[config.mk]
export PLATFORM = sky130hd
export DESIGN_NAME = edge_gen_flat
export DESIGN_NICKNAME = d
export VERILOG_FILES = /design/src/rtl/edge_gen_if.sv /design/src/rtl/edge_gen.sv /design/src/flat_wrapper.sv
export SDC_FILE = /design/constraint.sdc
export NUM_CORES = 1
export LEC_CHECK = 0
export BUFFER_PORTS_ARGS = -buffer_cell sky130_fd_sc_hd__buf_2
export CORE_ASPECT_RATIO = 0.7
export CORE_MARGIN = 3
export CORE_UTILIZATION = 55
export DETAILED_ROUTE_END_ITERATION = 10
export PLACE_DENSITY = 0.78
export SYNTH_ARGS = -nofsm -noshare
export SYNTH_HDL_FRONTEND = slang
export SYNTH_SLANG_ARGS = --single-unit
[constraint.sdc]
create_clock -name clk -period 4.5 [get_ports clk]
set_clock_uncertainty 0.15 [all_clocks]
set_input_delay 0.9 -clock clk [delete_from_list [all_inputs] [get_ports clk]]
set_output_delay 0.9 -clock clk [all_outputs]
set_load 0.005 [all_outputs]
[src/rtl/edge_gen_if.sv]
// Command/status bundle for the programmable edge/pulse generator.
interface edge_gen_if #(
    parameter int unsigned CNT_W = 8,
    parameter int unsigned REP_W = 8
);
    logic             start_i;
    logic [CNT_W-1:0] high_len_i;
    logic [CNT_W-1:0] low_len_i;
    logic [REP_W-1:0] rep_i;
    logic             abort_i;
    logic             busy_o;
    logic             wave_o;
    logic             rise_o;
    logic             fall_o;
    logic             done_o;

    modport master (
        output start_i, high_len_i, low_len_i, rep_i, abort_i,
        input  busy_o, wave_o, rise_o, fall_o, done_o
    );

    modport slave (
        input  start_i, high_len_i, low_len_i, rep_i, abort_i,
        output busy_o, wave_o, rise_o, fall_o, done_o
    );
endinterface

[src/rtl/edge_gen.sv]
// Programmable edge/pulse generator: R pulses of H high / L low cycles with
// registered rise/fall strobes and a done strobe on the final cycle.
module edge_gen #(
    parameter int unsigned CNT_W = 8,
    parameter int unsigned REP_W = 8
) (
    input logic      clk,
    input logic      reset,
    edge_gen_if.slave bus
);
    localparam logic [1:0] IDLE = 2'd0;
    localparam logic [1:0] HIGH = 2'd1;
    localparam logic [1:0] LOW  = 2'd2;

    logic [1:0]       state_q, state_d;
    logic [CNT_W-1:0] cnt_q, cnt_d;
    logic [CNT_W-1:0] hlen_q, hlen_d;
    logic [CNT_W-1:0] llen_q, llen_d;
    logic [REP_W-1:0] rep_q, rep_d;
    logic             busy_q, busy_d;
    logic             wave_q, wave_d;
    logic             rise_q, rise_d;
    logic             fall_q, fall_d;
    logic             done_q, done_d;

    // Lengths are stored as (len-1) with 0 clamped to 1, so counters never wrap.
    function automatic logic [CNT_W-1:0] len_m1(input logic [CNT_W-1:0] len);
        return (len == '0) ? '0 : len - CNT_W'(1);
    endfunction

    always_ff @(posedge clk) begin
        if (reset) begin
            state_q <= IDLE;
            cnt_q   <= '0;
            hlen_q  <= '0;
            llen_q  <= '0;
            rep_q   <= '0;
            busy_q  <= 1'b0;
            wave_q  <= 1'b0;
            rise_q  <= 1'b0;
            fall_q  <= 1'b0;
            done_q  <= 1'b0;
        end else begin
            state_q <= state_d;
            cnt_q   <= cnt_d;
            hlen_q  <= hlen_d;
            llen_q  <= llen_d;
            rep_q   <= rep_d;
            busy_q  <= busy_d;
            wave_q  <= wave_d;
            rise_q  <= rise_d;
            fall_q  <= fall_d;
            done_q  <= done_d;
        end
    end

    always_comb begin
        state_d = state_q;
        cnt_d   = cnt_q;
        hlen_d  = hlen_q;
        llen_d  = llen_q;
        rep_d   = rep_q;

        case (state_q)
            IDLE: begin
                if (bus.start_i && !bus.abort_i) begin
                    hlen_d  = len_m1(bus.high_len_i);
                    llen_d  = len_m1(bus.low_len_i);
                    rep_d   = (bus.rep_i == '0) ? '0 : bus.rep_i - REP_W'(1);
                    cnt_d   = len_m1(bus.high_len_i);
                    state_d = HIGH;
                end
            end
            HIGH: begin
                if (bus.abort_i) begin
                    state_d = IDLE;
                end else if (cnt_q == '0) begin
                    cnt_d   = llen_q;
                    state_d = LOW;
                end else begin
                    cnt_d = cnt_q - CNT_W'(1);
                end
            end
            LOW: begin
                if (bus.abort_i) begin
                    state_d = IDLE;
                end else if (cnt_q == '0) begin
                    if (rep_q == '0) begin
                        state_d = IDLE;
                    end else begin
                        rep_d   = rep_q - REP_W'(1);
                        cnt_d   = hlen_q;
                        state_d = HIGH;
                    end
                end else begin
                    cnt_d = cnt_q - CNT_W'(1);
                end
            end
            default: state_d = IDLE;
        endcase

        // Strobes derive from the level change, so a loopback detector matches exactly.
        busy_d = (state_d != IDLE);
        wave_d = (state_d == HIGH);
        rise_d = wave_d & ~wave_q;
        fall_d = ~wave_d & wave_q;
        done_d = (state_d == LOW) && (cnt_d == '0) && (rep_d == '0);
    end

    assign bus.busy_o = busy_q;
    assign bus.wave_o = wave_q;
    assign bus.rise_o = rise_q;
    assign bus.fall_o = fall_q;
    assign bus.done_o = done_q;
endmodule

[src/flat_wrapper.sv]
// flat-port wrapper written by rule: the top's interface ports become plain ports
module edge_gen_flat 
#(
    parameter int unsigned CNT_W = 8,
    parameter int unsigned REP_W = 8
)
  (clk, reset, bus_start_i, bus_high_len_i, bus_low_len_i, bus_rep_i, bus_abort_i, bus_busy_o, bus_wave_o, bus_rise_o, bus_fall_o, bus_done_o);
  edge_gen_if #(.CNT_W(CNT_W), .REP_W(REP_W)) bus_i ();
  input logic clk;
  input logic reset;
  input wire logic [$bits(bus_i.start_i)-1:0] bus_start_i;
  input wire logic [$bits(bus_i.high_len_i)-1:0] bus_high_len_i;
  input wire logic [$bits(bus_i.low_len_i)-1:0] bus_low_len_i;
  input wire logic [$bits(bus_i.rep_i)-1:0] bus_rep_i;
  input wire logic [$bits(bus_i.abort_i)-1:0] bus_abort_i;
  output wire logic [$bits(bus_i.busy_o)-1:0] bus_busy_o;
  output wire logic [$bits(bus_i.wave_o)-1:0] bus_wave_o;
  output wire logic [$bits(bus_i.rise_o)-1:0] bus_rise_o;
  output wire logic [$bits(bus_i.fall_o)-1:0] bus_fall_o;
  output wire logic [$bits(bus_i.done_o)-1:0] bus_done_o;
  assign bus_i.start_i = bus_start_i;
  assign bus_i.high_len_i = bus_high_len_i;
  assign bus_i.low_len_i = bus_low_len_i;
  assign bus_i.rep_i = bus_rep_i;
  assign bus_i.abort_i = bus_abort_i;
  assign bus_busy_o = bus_i.busy_o;
  assign bus_wave_o = bus_i.wave_o;
  assign bus_rise_o = bus_i.rise_o;
  assign bus_fall_o = bus_i.fall_o;
  assign bus_done_o = bus_i.done_o;
  edge_gen #(.CNT_W(CNT_W), .REP_W(REP_W)) u_core (.clk(clk), .reset(reset), .bus(bus_i));
endmodule
# After elaboration in Yosys (flattened, before gate mapping)
# Index checks and enable logic that the tools add are counted.
# totals
ff_bits	39
input_bits	28
out_inout_bits	5
word_cells	59
# op_classes
reduce_logical	14
n_eq_ne	4
mux	22
n_addsub	5
bitwise_logic	4
# op_table
cell	n
8-bit 2-to-1 mux	13
8-bit logical NOT	7
8-bit by 1-bit subtractor with 8-bit output, second input constant	5
8-bit one-hot mux with 3 select lines	1
8-bit one-hot mux with 2 select lines	1
2-bit 2-to-1 mux	5
2-bit one-hot mux with 3 select lines	1
2-bit by 1-bit == test with 1-bit output, second input constant	2
2-bit == test, second input constant	2
1-bit logical AND	3
1-bit AND	2
2-bit logical NOT	1
1-bit NOT	2
2-bit AND reduction	1
2-bit nonzero test	1
1-bit logical NOT	1
1-bit 2-to-1 mux	1

# Longest topological paths before layout
# Gate-level depths: netlist of the first run.
# depth
depth_word	8
mapped_depth	11
ltp_nobuf	9

# Least setup slack after synthesis of the first run
# OpenSTA, ideal clock, no wires.
# synth_timing
kind	input to register
from	input port bus_high_len_i[0]
to	register u_core.done_q (netlist: u_core.bus.done_o)
t_required_ns	4.289
n_path_buf	0
arrival_time_ns	2.754
setup_time_ns	0.061
cell_stages	9
path_slack_ns	1.535
cell_sequence	inv_1 ha_1 or3b_2 o21ai_1 o21ai_0 a311oi_1 nor3_1 nor4_1 and4_1
# synth_via
elab_chain_cells	7
word_cells_on_any_way	8
cone_classes	1 x add/sub; 3 x mux; 4 x reduce/logical
# synth_rtl
item	line	rtl
start, declared	flat_wrapper.sv:12	input wire logic [$bits(bus_i.high_len_i)-1:0] bus_high_len_i;
8-bit by 1-bit subtractor with 8-bit output or 8-bit logical NOT (tied branches)	edge_gen.sv:28	return (len == '0) ? '0 : len - CNT_W'(1);
8-bit 2-to-1 mux *	edge_gen.sv:28	
8-bit 2-to-1 mux *	edge_gen.sv:66	if (bus.start_i && !bus.abort_i) begin
8-bit one-hot mux with 3 select lines *	edge_gen.sv:64	case (state_q)
8-bit logical NOT *	edge_gen.sv:107	done_d = (state_d == LOW) && (cnt_d == '0) && (rep_d == '0);
1-bit logical AND * (2 in series)	edge_gen.sv:107	
end signal, assigned	edge_gen.sv:53	done_q <= done_d;
end, declared	edge_gen.sv:24	logic done_q, done_d;
# Mark *: on every way between the ends. The rest lies on a longest branch, timed or not.
# A chain may end at the register's enable or synchronous reset.

# Worst setup path after layout of the first run
# layout_timing
from	register u_core.cnt_q[0]
to	register u_core.done_q (netlist: u_core.bus.done_o)
# layout_via
elab_chain_cells	7
word_cells_on_any_way	22
cone_classes	1 x add/sub; 1 x eq/ne; 15 x mux; 5 x reduce/logical
# layout_rtl
item	line	rtl
start, declared	edge_gen.sv:16	logic [CNT_W-1:0] cnt_q, cnt_d;
start signal, assigned	edge_gen.sv:45	cnt_q <= cnt_d;
8-bit by 1-bit subtractor with 8-bit output (tied with other cells)	edge_gen.sv:81, edge_gen.sv:96	
8-bit 2-to-1 mux (tied with other cells)	edge_gen.sv:87	end else if (cnt_q == '0) begin
8-bit 2-to-1 mux (tied with other cells)	edge_gen.sv:85	if (bus.abort_i) begin
8-bit one-hot mux with 3 select lines or 2-bit one-hot mux with 3 select lines (tied branches)	edge_gen.sv:64	
8-bit logical NOT or 2-bit == test (tied branches)	edge_gen.sv:107	
1-bit logical AND	edge_gen.sv:107	
1-bit logical AND *	edge_gen.sv:107	
# Marked as above.

==> results of run 1 <==
==> logic make-up after synthesis <==
logic type,share of synthesized area [%]
AO/OA/AOI/OAI,25.2
XOR/XNOR,4.07
adder cells (fa/ha/maj),3.58
buffers and inverters,5.81
flip-flops,27.9
multiplexers,2.24
AND/OR/NAND/NOR,31.2
==> power by group through the flow <==
stage,logic [mW],registers (mW),clock network (mW)
after global placement,0.266,0.397,0
after global routing,0.302,0.392,0.370
after CTS,0.269,0.389,0.356
after detailed placement,0.266,0.397,0
final,0.279,0.390,0.355
after floorplan,0.202,0.384,0
==> sequential cells by signal, summed over array words and instances, names as in the netlist <==
register and count:
u_core.cnt_q 8, u_core.llen_q 8, u_core.bus.done_o 1, u_core.state_q 2
u_core.bus.busy_o 1, u_core.hlen_q 8, u_core.bus.rise_o 1, u_core.rep_q 8
u_core.bus.wave_o 1, u_core.bus.fall_o 1
==> worst max-delay path, stage by stage, from the launching register on <==
cell	delay (ns)
dfxtp_1	0.39
inv_1	0.09
ha_1	0.26
or4b_1	0.60
o311ai_0	0.59
a21oi_1	0.09
a211oi_1	0.31
nand4_1	0.18
nor4_1	0.25
and4_1	0.21
==> worst paths after layout <==
check                                         end  slack, ns  depth (start not counted)
worst min register to register  u_core.bus.rise_o       0.29                          1
worst min-delay path            u_core.bus.rise_o       0.29                          1
worst max-delay path            u_core.bus.done_o       1.32                          9
worst max register to register  u_core.bus.done_o       1.32                          9
==> placed cells by master (no fill, tap or decap), types with 3 or more instances in the layout <==
master / netlist / final
o221ai_1: 3 / 3
a21oi_1: 25 / 25
ha_1: 8 / 8
a22oi_1: 7 / 7
o21ai_0: 8 / 8
inv_1: 19 / 19
a31oi_1: 6 / 6
nor2_1: 52 / 52
nand4_1: 5 / 5
nand2b_1: 7 / 7
or4_1: 5 / 5
or3_1: 7 / 7
dfxtp_1: 39 / 39
xnor2_1: 8 / 8
a211oi_1: 8 / 8
nor3b_1: 4 / 4
o211ai_1: 3 / 3
nor3_1: 20 / 20
nand2_1: 22 / 22
mux2i_1: 4 / 4
clkbuf_8: 0 / 5
nand3_1: 4 / 4
xor2_1: 5 / 5
nor4_1: 8 / 8
buf_2: 1 / 32
nor2b_1: 8 / 8
==> cell type report <==
| type | instances | area (µm²) | area share [%] |
|---|---|---|---|
| Clock buffer | 5 | 68.8 | 2.22 |
| Sequential cell | 39 | 781 | 25.1 |
| Clock inverter | 3 | 67.6 | 2.18 |
| Timing Repair Buffer | 34 | 175 | 5.64 |
| Inverter | 19 | 71.3 | 2.30 |
| Tap cell | 69 | 86.3 | 2.78 |
| Multi-Input combinational cell | 284 | 1860 | 59.8 |
==> metrics by stage <==
stage          hold slack, ns  area [µm²]  std cells
6_report                0.290        3110        453
2_1_floorplan           0.282        2800        364
5_1_grt                 0.326        3110        453
4_1_cts                 0.296        3110        453
3_5_place_dp            0.284        2970        445
3_3_place_gp            0.276        2970        445
==> metal layers <==
metal	routed length, µm	track usage (%)	vias up
met2	3130	37.0	187
met4	131	5.45	0
met3	1120	9.27	22
met5	0	0	-
met1	3620	40.0	1321
li1	-	-	1396
==> impl_metrics.toml, run 1 <==
[run_status]
outcome = "finished clean"

[floorplan]
die_h_um = 65.7
die_w_um = 91.3
start_util_pct = 57.9
core_um2 = 4830
io_pins = 33
dieArea_um2 = 5990
num_rows = 21

[grt]
grt_pass1_wl_um = 12900
grt_max_degree = 38
grt_antenna_before_repair = 0
grt_use_total_pct = 26.9
grt_pass1_vias = 2559
grt-ovfl-total = 0

[timing]
setup_viol = 0
timing.fmax_mhz = 315
drv_slew = 0
slew_headroom_pct = 47.4
min_period_over_period_pct = 70.6
final.min_clock_period_ns = 3.18
tns_ns = 0
worst_pin_slew_ns = 0.786
worst_slack_ns = 1.32
hold_violations = 0
rsz0062_at_grt = "false"

[synthesis]
synth_ff_type = "dfxtp_1"
synth_top_area_cell = "dfxtp_1"
synthTopCellsByCount = "52 x nor2_1, 39 x dfxtp_1, 25 x a21oi_1"
avgSynthCellArea_um2 = 7.69
syn_area_um2 = 2800
synth_edf_count = 0
synth_area_leaders = "dfxtp_1 28%, nor2_1 7.0%, a21oi_1 4.5%"
syn-instance-count = 364
synth_most_common_cell = "nor2_1"
synthArstFlopShare_pct = 0
syn-num-nets = 400
ys_seq_area_share_pct = 27.9
yosys_warnings = 0
yosys.area.top_type_share_pct = 27.9
synth-seq-cells = 39
synthDistinctLibCells = 72

[routing]
drc = 0
ant_nets = 0
drt-initial-drc-count = 521
routed_wirelength_um = 7990
wire_per_inst_um = 17.6
route.vias.total = 2926
viasPerCell = 6.46
dr.pass1.iters = 6

[placement]
port_buffers = 32
gp_congestion = 1.04
pre_cts_ws_ns = 1.11
dp_hpwl_um = 5980

[clock_tree]
holdBufCountCts = 0
insertion_delay_ns = 0.30
post_cts_resized = 0
clock_sinks = 39
cts_tree = "built"
cts-htree-levels = 2
clk_pin_slew_worst_paths_ns = 0.09
cts_max_path_buffers = 2
cts_setup_buffers = 0
cts_buffers = 5
cts-root-buf = "clkbuf_8"

[pwr]
peakVddDrop_mv = 0.160
powerDensity_nw_per_um2 = 330
intPower_mw = 0.687
power_mw = 1.02
power.switching_mw = 0.337
power_frac_clock_pct = 34.6
total_leakage_power_nw = 1.25
pwr-share-comb_pct = 27.2
switching_share_pct = 32.9
p_seq_share_pct = 38.1

[worst_setup_path]
crit_type = "register to register"
reg2reg_from = "u_core.cnt_q[0]"
crit_arrival_ns = 3.26
cp-startpoint = "u_core.cnt_q[0]"
crit_fanout = 8
start_kind = "register"
worstSetupEndpointType = "register"
cp.required_ns = 4.59

[cells_and_area]
nets = 419
filler_cell_count = 442
area_growth_pct = 11.0
fin_util_pct = 64.2
drive_gt1_share_pct = 14.8
diodes = 0

[worst_hold_path]
min_from = "u_core.bus.wave_o"
hold_class = "register to register"

[run]
drv_cap = 0
(Power assumes the default switching activity.)
==> inputs of run 2 (changes only) <==
--- a/config.mk
+++ b/config.mk
@@ -8,7 +8,7 @@
 export BUFFER_PORTS_ARGS = -buffer_cell sky130_fd_sc_hd__buf_2
 export CORE_ASPECT_RATIO = 0.7
 export CORE_MARGIN = 3
-export CORE_UTILIZATION = 55
+export CORE_UTILIZATION = 53
 export DETAILED_ROUTE_END_ITERATION = 10
 export PLACE_DENSITY = 0.78
 export SYNTH_ARGS = -nofsm -noshare
==> constraint.sdc (replaced) <==
create_clock -name clk -period 2.6 [get_ports clk]
set_clock_uncertainty 0.15 [all_clocks]
set_input_delay 0.52 -clock clk [delete_from_list [all_inputs] [get_ports clk]]
set_output_delay 0.52 -clock clk [all_outputs]
set_load 0.005 [all_outputs]
==> run 2 against run 1 <==
The flow now finishes with violations (negative setup slack). First-iteration DRC count shrank 23%. Clock power grew 36%. Critical path depth grew 2. Critical endpoint unchanged. Utilization grew 13 points. Sequential share of layout area shrank 4.6 points. Register-to-register slack lost 1.4 ns.
==> impl_metrics.toml, run 2 (synthesized netlist as in run 1, its figures left out) <==
[run_status]
outcome = "finished, violations left"
violations = "negative setup slack"

[placement]
dp_hpwl_um = 8050
pre_cts_ws_ns = -0.452
port_buffers = 32
placed_cell_area_um2 = 3600
gp_congestion = 1.07

[worst_setup_path]
crit_arrival_ns = 2.79
max_stage_delay_ns = 0.48
crit_slowest_cell = "or3b_2"
worstSetupEndpointType = "register"
start_kind = "input pin"
crit_chain = "buf_2 -> inv_1 -> ha_2 -> or3b_2 -> buf_4 -> o221ai_2 -> a31oi_1 -> a211oi_2 -> nand4_1 -> nor4_2 -> and4_1"
crit_fanout = 3
crit_family = "simple AND/OR/NAND/NOR gates"
critPathBufInv = 3
cp.required_ns = 2.70
crit_type = "input pin to register"

[floorplan]
io_pins = 33
die_h_um = 66.8
start_util_pct = 56.7
core_um2 = 4940
die_w_um = 92.9
num_rows = 21
dieArea_um2 = 6200

[cells_and_area]
seq_area_um2 = 782
filler_cell_count = 394
drive_gt1_share_pct = 34.3
fin_area_um2 = 3810
diodes = 0
layout_commonest_cell = "buf_4"
area_growth_pct = 36.3
nets = 504
final_cell_mix = "85 x buf_4, 51 x nor2_1, 38 x dfxtp_1"
multi_input_area_um2 = 1950

[pwr]
switching_share_pct = 36.0
power_frac_clock_pct = 25.7
powerDensity_nw_per_um2 = 494
peakVddDrop_mv = 0.293
intPower_mw = 1.21
total_leakage_power_nw = 1.67
pwr-share-comb_pct = 39.1
power.switching_mw = 0.677
p_seq_share_pct = 35.2

[grt]
grt_antenna_before_repair = 0
grt_max_degree = 37
grt_pass1_wl_um = 16500
grt_use_total_pct = 34.9
grt_pass1_vias = 3092
grt-ovfl-total = 0

[timing]
drv_slew = 0
setup_viol = 1
slew_headroom_pct = 57.8
hold_violations = 0
worst_slack_ns = -0.0828
min_period_over_period_pct = 103
rsz0062_at_grt = "true"
timing.fmax_mhz = 373
tns_ns = -0.0828
final.min_clock_period_ns = 2.68
worst_pin_slew_ns = 0.628

[clock_tree]
cts-root-buf = "clkbuf_8"
clk_pin_slew_worst_paths_ns = 0.09
cts-htree-levels = 2
clock_sinks = 39
cts_tree = "built"
cts_buffers = 5
cts_max_path_buffers = 2
insertion_delay_ns = 0.31
holdBufCountCts = 0

[run]
drv_cap = 0

[routing]
routed_wirelength_um = 10500
dr.pass1.iters = 5
route.vias.total = 3492
drt-initial-drc-count = 399
ant_nets = 0
wire_per_inst_um = 19.5
drc = 0
viasPerCell = 6.49

[worst_hold_path]
hold_class = "input pin to register"
[run 2: power by group through the flow]
stage / combinational, mW / clock (mW) / sequential (mW)
CTS: 0.675 / 0.474 / 0.661
global placement: 0.659 / 0 / 0.673
finish: 0.737 / 0.483 / 0.663
global route: 0.784 / 0.507 / 0.666
floorplan: 0.350 / 0 / 0.664
detailed placement: 0.662 / 0 / 0.674
[run 2: final cells by class]
type / instances / share of cell area [%]
clock buffers: 7 / 2.53
clock inverters: 1 / 0.197
inverters: 19 / 1.87
multi-input cells: 284 / 51.1
flip-flops and latches: 39 / 20.5
well taps: 69 / 2.26
repair buffers: 119 / 21.5
[run 2: through the flow]
| step | utilization [%] | power (mW) | hold WS (ns) | instances |
|---|---|---|---|---|
| 3_5_place_dp | 72.9 | 1.34 | 0.304 | 529 |
| 3_3_place_gp | 72.9 | 1.33 | 0.290 | 529 |
| 5_1_grt | 77.2 | 1.96 | 0.269 | 538 |
| 6_report | 77.2 | 1.88 | 0.275 | 538 |
| 2_1_floorplan | - | 1.01 | 0.282 | 364 |
| 4_1_cts | 75.8 | 1.81 | 0.297 | 537 |
[run 2: routing by layer]
layer | track usage, % | wire length (µm) | up-vias
li1 | - | - | 1557
met1 | 51.2 | 4570 | 1590
met2 | 48.5 | 4090 | 282
met3 | 11.5 | 1530 | 63
met4 | 8.23 | 313 | 0
met5 | 0 | 0 | -
[run 2: final timing paths]
check                    start                end  slack, ns  depth (start not counted)
max          bus_high_len_i[0]  u_core.bus.done_o      -0.08                         11
min                      reset  u_core.state_q[1]       0.28                          2
max reg2reg    u_core.cnt_q[0]  u_core.bus.done_o      -0.06                         10
min reg2reg  u_core.bus.wave_o  u_core.bus.rise_o       0.32                          1
[run 2: worst register-to-register path, stage by stage, from the launching register on]
cell and delay (ns):
dfxtp_1 0.32, inv_1 0.05, ha_2 0.19, nor4b_4 0.31
buf_4 0.20, a41oi_1 0.13, o21ai_0 0.26, o211ai_1 0.15
or4_4 0.50, nor4_2 0.14, and4_1 0.21
[run 2: repair_timing]
action                                  in CTS  in global routing
gates resized for setup                      7                 15
buffers inserted                             0                  1
pin swaps                                    2                  5
hold endpoints to repair                     0                  0
cloned                                       0                  0
endpoints found under the setup margin       1                  3
==> inputs of run 3 (changes only) <==
--- a/config.mk
+++ b/config.mk
@@ -7,7 +7,7 @@
 export LEC_CHECK = 0
 export BUFFER_PORTS_ARGS = -buffer_cell sky130_fd_sc_hd__buf_2
 export CORE_ASPECT_RATIO = 0.7
-export CORE_MARGIN = 3
+export CORE_MARGIN = 5
 export CORE_UTILIZATION = 53
 export DETAILED_ROUTE_END_ITERATION = 10
 export PLACE_DENSITY = 0.78
==> run 3 against run 2 <==
The run still ends with negative setup slack left. Clock-buffer cell count fell by 1. Flip-flop and latch count is the same. Via count is 0.77% lower. Sequential share of layout area grew 0.068 points. Worst hold slack better by 0.0050 ns. Sequential power barely moved. Clock power increased by 26%. Global-route usage is 6.8 points lower. Final area down 0.49%. Critical path type is now register to register. Critical endpoint unchanged. Largest power group unchanged.
==> impl_metrics.toml, run 3 (synthesized netlist as in run 1, its figures left out) <==
[worst_setup_path]
crit_arrival_ns = 2.77
regToRegEndpoint = "u_core.bus.done_o"
reg2reg_from = "u_core.cnt_q[0]"
worstSetupEndpointType = "register"
cp.required_ns = 2.70
rrSetupSlack_ns = -0.07
start_kind = "register"
crit_fanout = 7
crit_type = "register to register"
reg2regPathDepth = 11

[pwr]
power_frac_clock_pct = 30.6
p_seq_share_pct = 33.6
power.switching_mw = 0.642
powerDensity_nw_per_um2 = 522
peakVddDrop_mv = 0.284
intPower_mw = 1.34
switching_share_pct = 32.4
power_mw = 1.98
total_leakage_power_nw = 1.67
pwr-share-comb_pct = 35.8

[routing]
viasPerCell = 6.42
dr.pass1.iters = 8
wire_per_inst_um = 18.4
drt-initial-drc-count = 552
route.vias.total = 3465
ant_nets = 0
drc = 0
routed_wirelength_um = 9950

[cells_and_area]
drive_gt1_share_pct = 32.3
final_cell_mix = "86 x buf_4, 50 x nor2_1, 39 x dfxtp_1"
diodes = 0
multi_input_area_um2 = 1920
final_cells = 540
seq_area_um2 = 781
nets = 503
layout_commonest_cell = "buf_4"
area_growth_pct = 35.6
filler_cell_count = 427

[timing]
worst_pin_slew_ns = 0.656
min_period_over_period_pct = 103
rsz0062_at_grt = "true"
hold_violations = 0
drv_slew = 0
setup_viol = 1
timing.fmax_mhz = 374
worst_slack_ns = -0.0703
final.min_clock_period_ns = 2.67
slew_headroom_pct = 55.9

[placement]
port_buffers = 32
gp_congestion = 1.01
placed_cells = 530
dp_hpwl_um = 7490

[grt]
grt_use_total_pct = 28.1
grt_max_degree = 37
grt_pass1_vias = 2972
grt-ovfl-total = 0
grt_antenna_before_repair = 0
grt_pass1_wl_um = 15700

[clock_tree]
cts_tree = "built"
clk_pin_slew_worst_paths_ns = 0.08
cts-root-buf = "clkbuf_8"
clock_sinks = 39
insertion_delay_ns = 0.30
cts_max_path_buffers = 2
cts_buffers = 5
cts-htree-levels = 2

[worst_hold_path]
hold_class = "input pin to register"
holdPathEnd = "u_core.state_q[1]"
min_from = "reset"
whs_path_depth = 2

[floorplan]
die_w_um = 96.9
die_h_um = 70.8
dieArea_um2 = 6860
start_util_pct = 54.1
core_um2 = 5170
io_pins = 33
num_rows = 22

[run_status]
outcome = "finished, violations left"
violations = "negative setup slack"

[run]
drv_cap = 0
==> run 3: final cells by class <==
cell class	instances	area share [%]
Inverter	19	1.88
Clock buffer	6	1.91
Multi-Input combinational cell	284	50.5
Tap cell	72	2.37
Sequential cell	39	20.6
Clock inverter	2	1.58
Timing Repair Buffer	118	21.2
==> run 3: worst max-delay path by stage <==
stage / from / to / slack, ns
after global placement: bus_high_len_i[0] / u_core.bus.done_o / -0.39
after CTS: bus_rep_i[3] / u_core.bus.done_o / -0.007
after global routing: bus_high_len_i[0] / u_core.bus.done_o / -0.16
after floorplan: u_core.cnt_q[0] / u_core.bus.done_o / -0.03
after detailed placement: bus_high_len_i[0] / u_core.bus.done_o / -0.56
final: u_core.cnt_q[0] / u_core.bus.done_o / -0.07
==> run 3: layer usage <==
metal / GRT usage (%) / vias up / routed length [µm]
met3: 8.57 / 34 / 1580
met1: 43.1 / 1592 / 4300
li1: - / 1559 / -
met4: 6.23 / 0 / 229
met2: 38.1 / 280 / 3840
met5: 0 / - / 0
==> run 3: timing repair <==
item                       4_1_cts  5_1_grt
resized for setup                8        5
buffers inserted                 0        2
pin swaps                        1        3
hold buffers                     0        0
gates cloned                     0        0
setup endpoints to repair        1        1
==> run 3: power groups by stage <==
| stage | logic [mW] | clock network, mW | registers (mW) |
|---|---|---|---|
| global placement | 0.648 | 0 | 0.677 |
| global route | 0.755 | 0.640 | 0.670 |
| detailed placement | 0.648 | 0 | 0.678 |
| floorplan | 0.350 | 0 | 0.664 |
| CTS | 0.666 | 0.607 | 0.664 |
| finish | 0.709 | 0.607 | 0.666 |
==> run 3: critical path, cell delays in order, from the launching register on <==
cell	delay [ns]
dfxtp_1	0.32
inv_1	0.06
ha_2	0.19
nor4b_4	0.23
buf_4	0.21
nand2_1	0.13
buf_4	0.20
a2bb2oi_1	0.13
a211oi_1	0.42
nor3_1	0.13
nor4_2	0.26
and4_1	0.20
==> run 3: metrics by stage <==
stage	worst slack, ns	hold slack, ns	instance area (µm²)	setup TNS, ns	utilization (%)
after floorplan	-0.0306	0.282	2800	-0.0306	-
after global placement	-0.393	0.281	3590	-0.474	69.4
after detailed placement	-0.557	0.289	3590	-0.722	69.4
after CTS	-0.00720	0.301	3760	-0.00720	72.6
after global routing	-0.158	0.280	3800	-0.158	73.4
final	-0.0703	0.280	3800	-0.0703	73.4
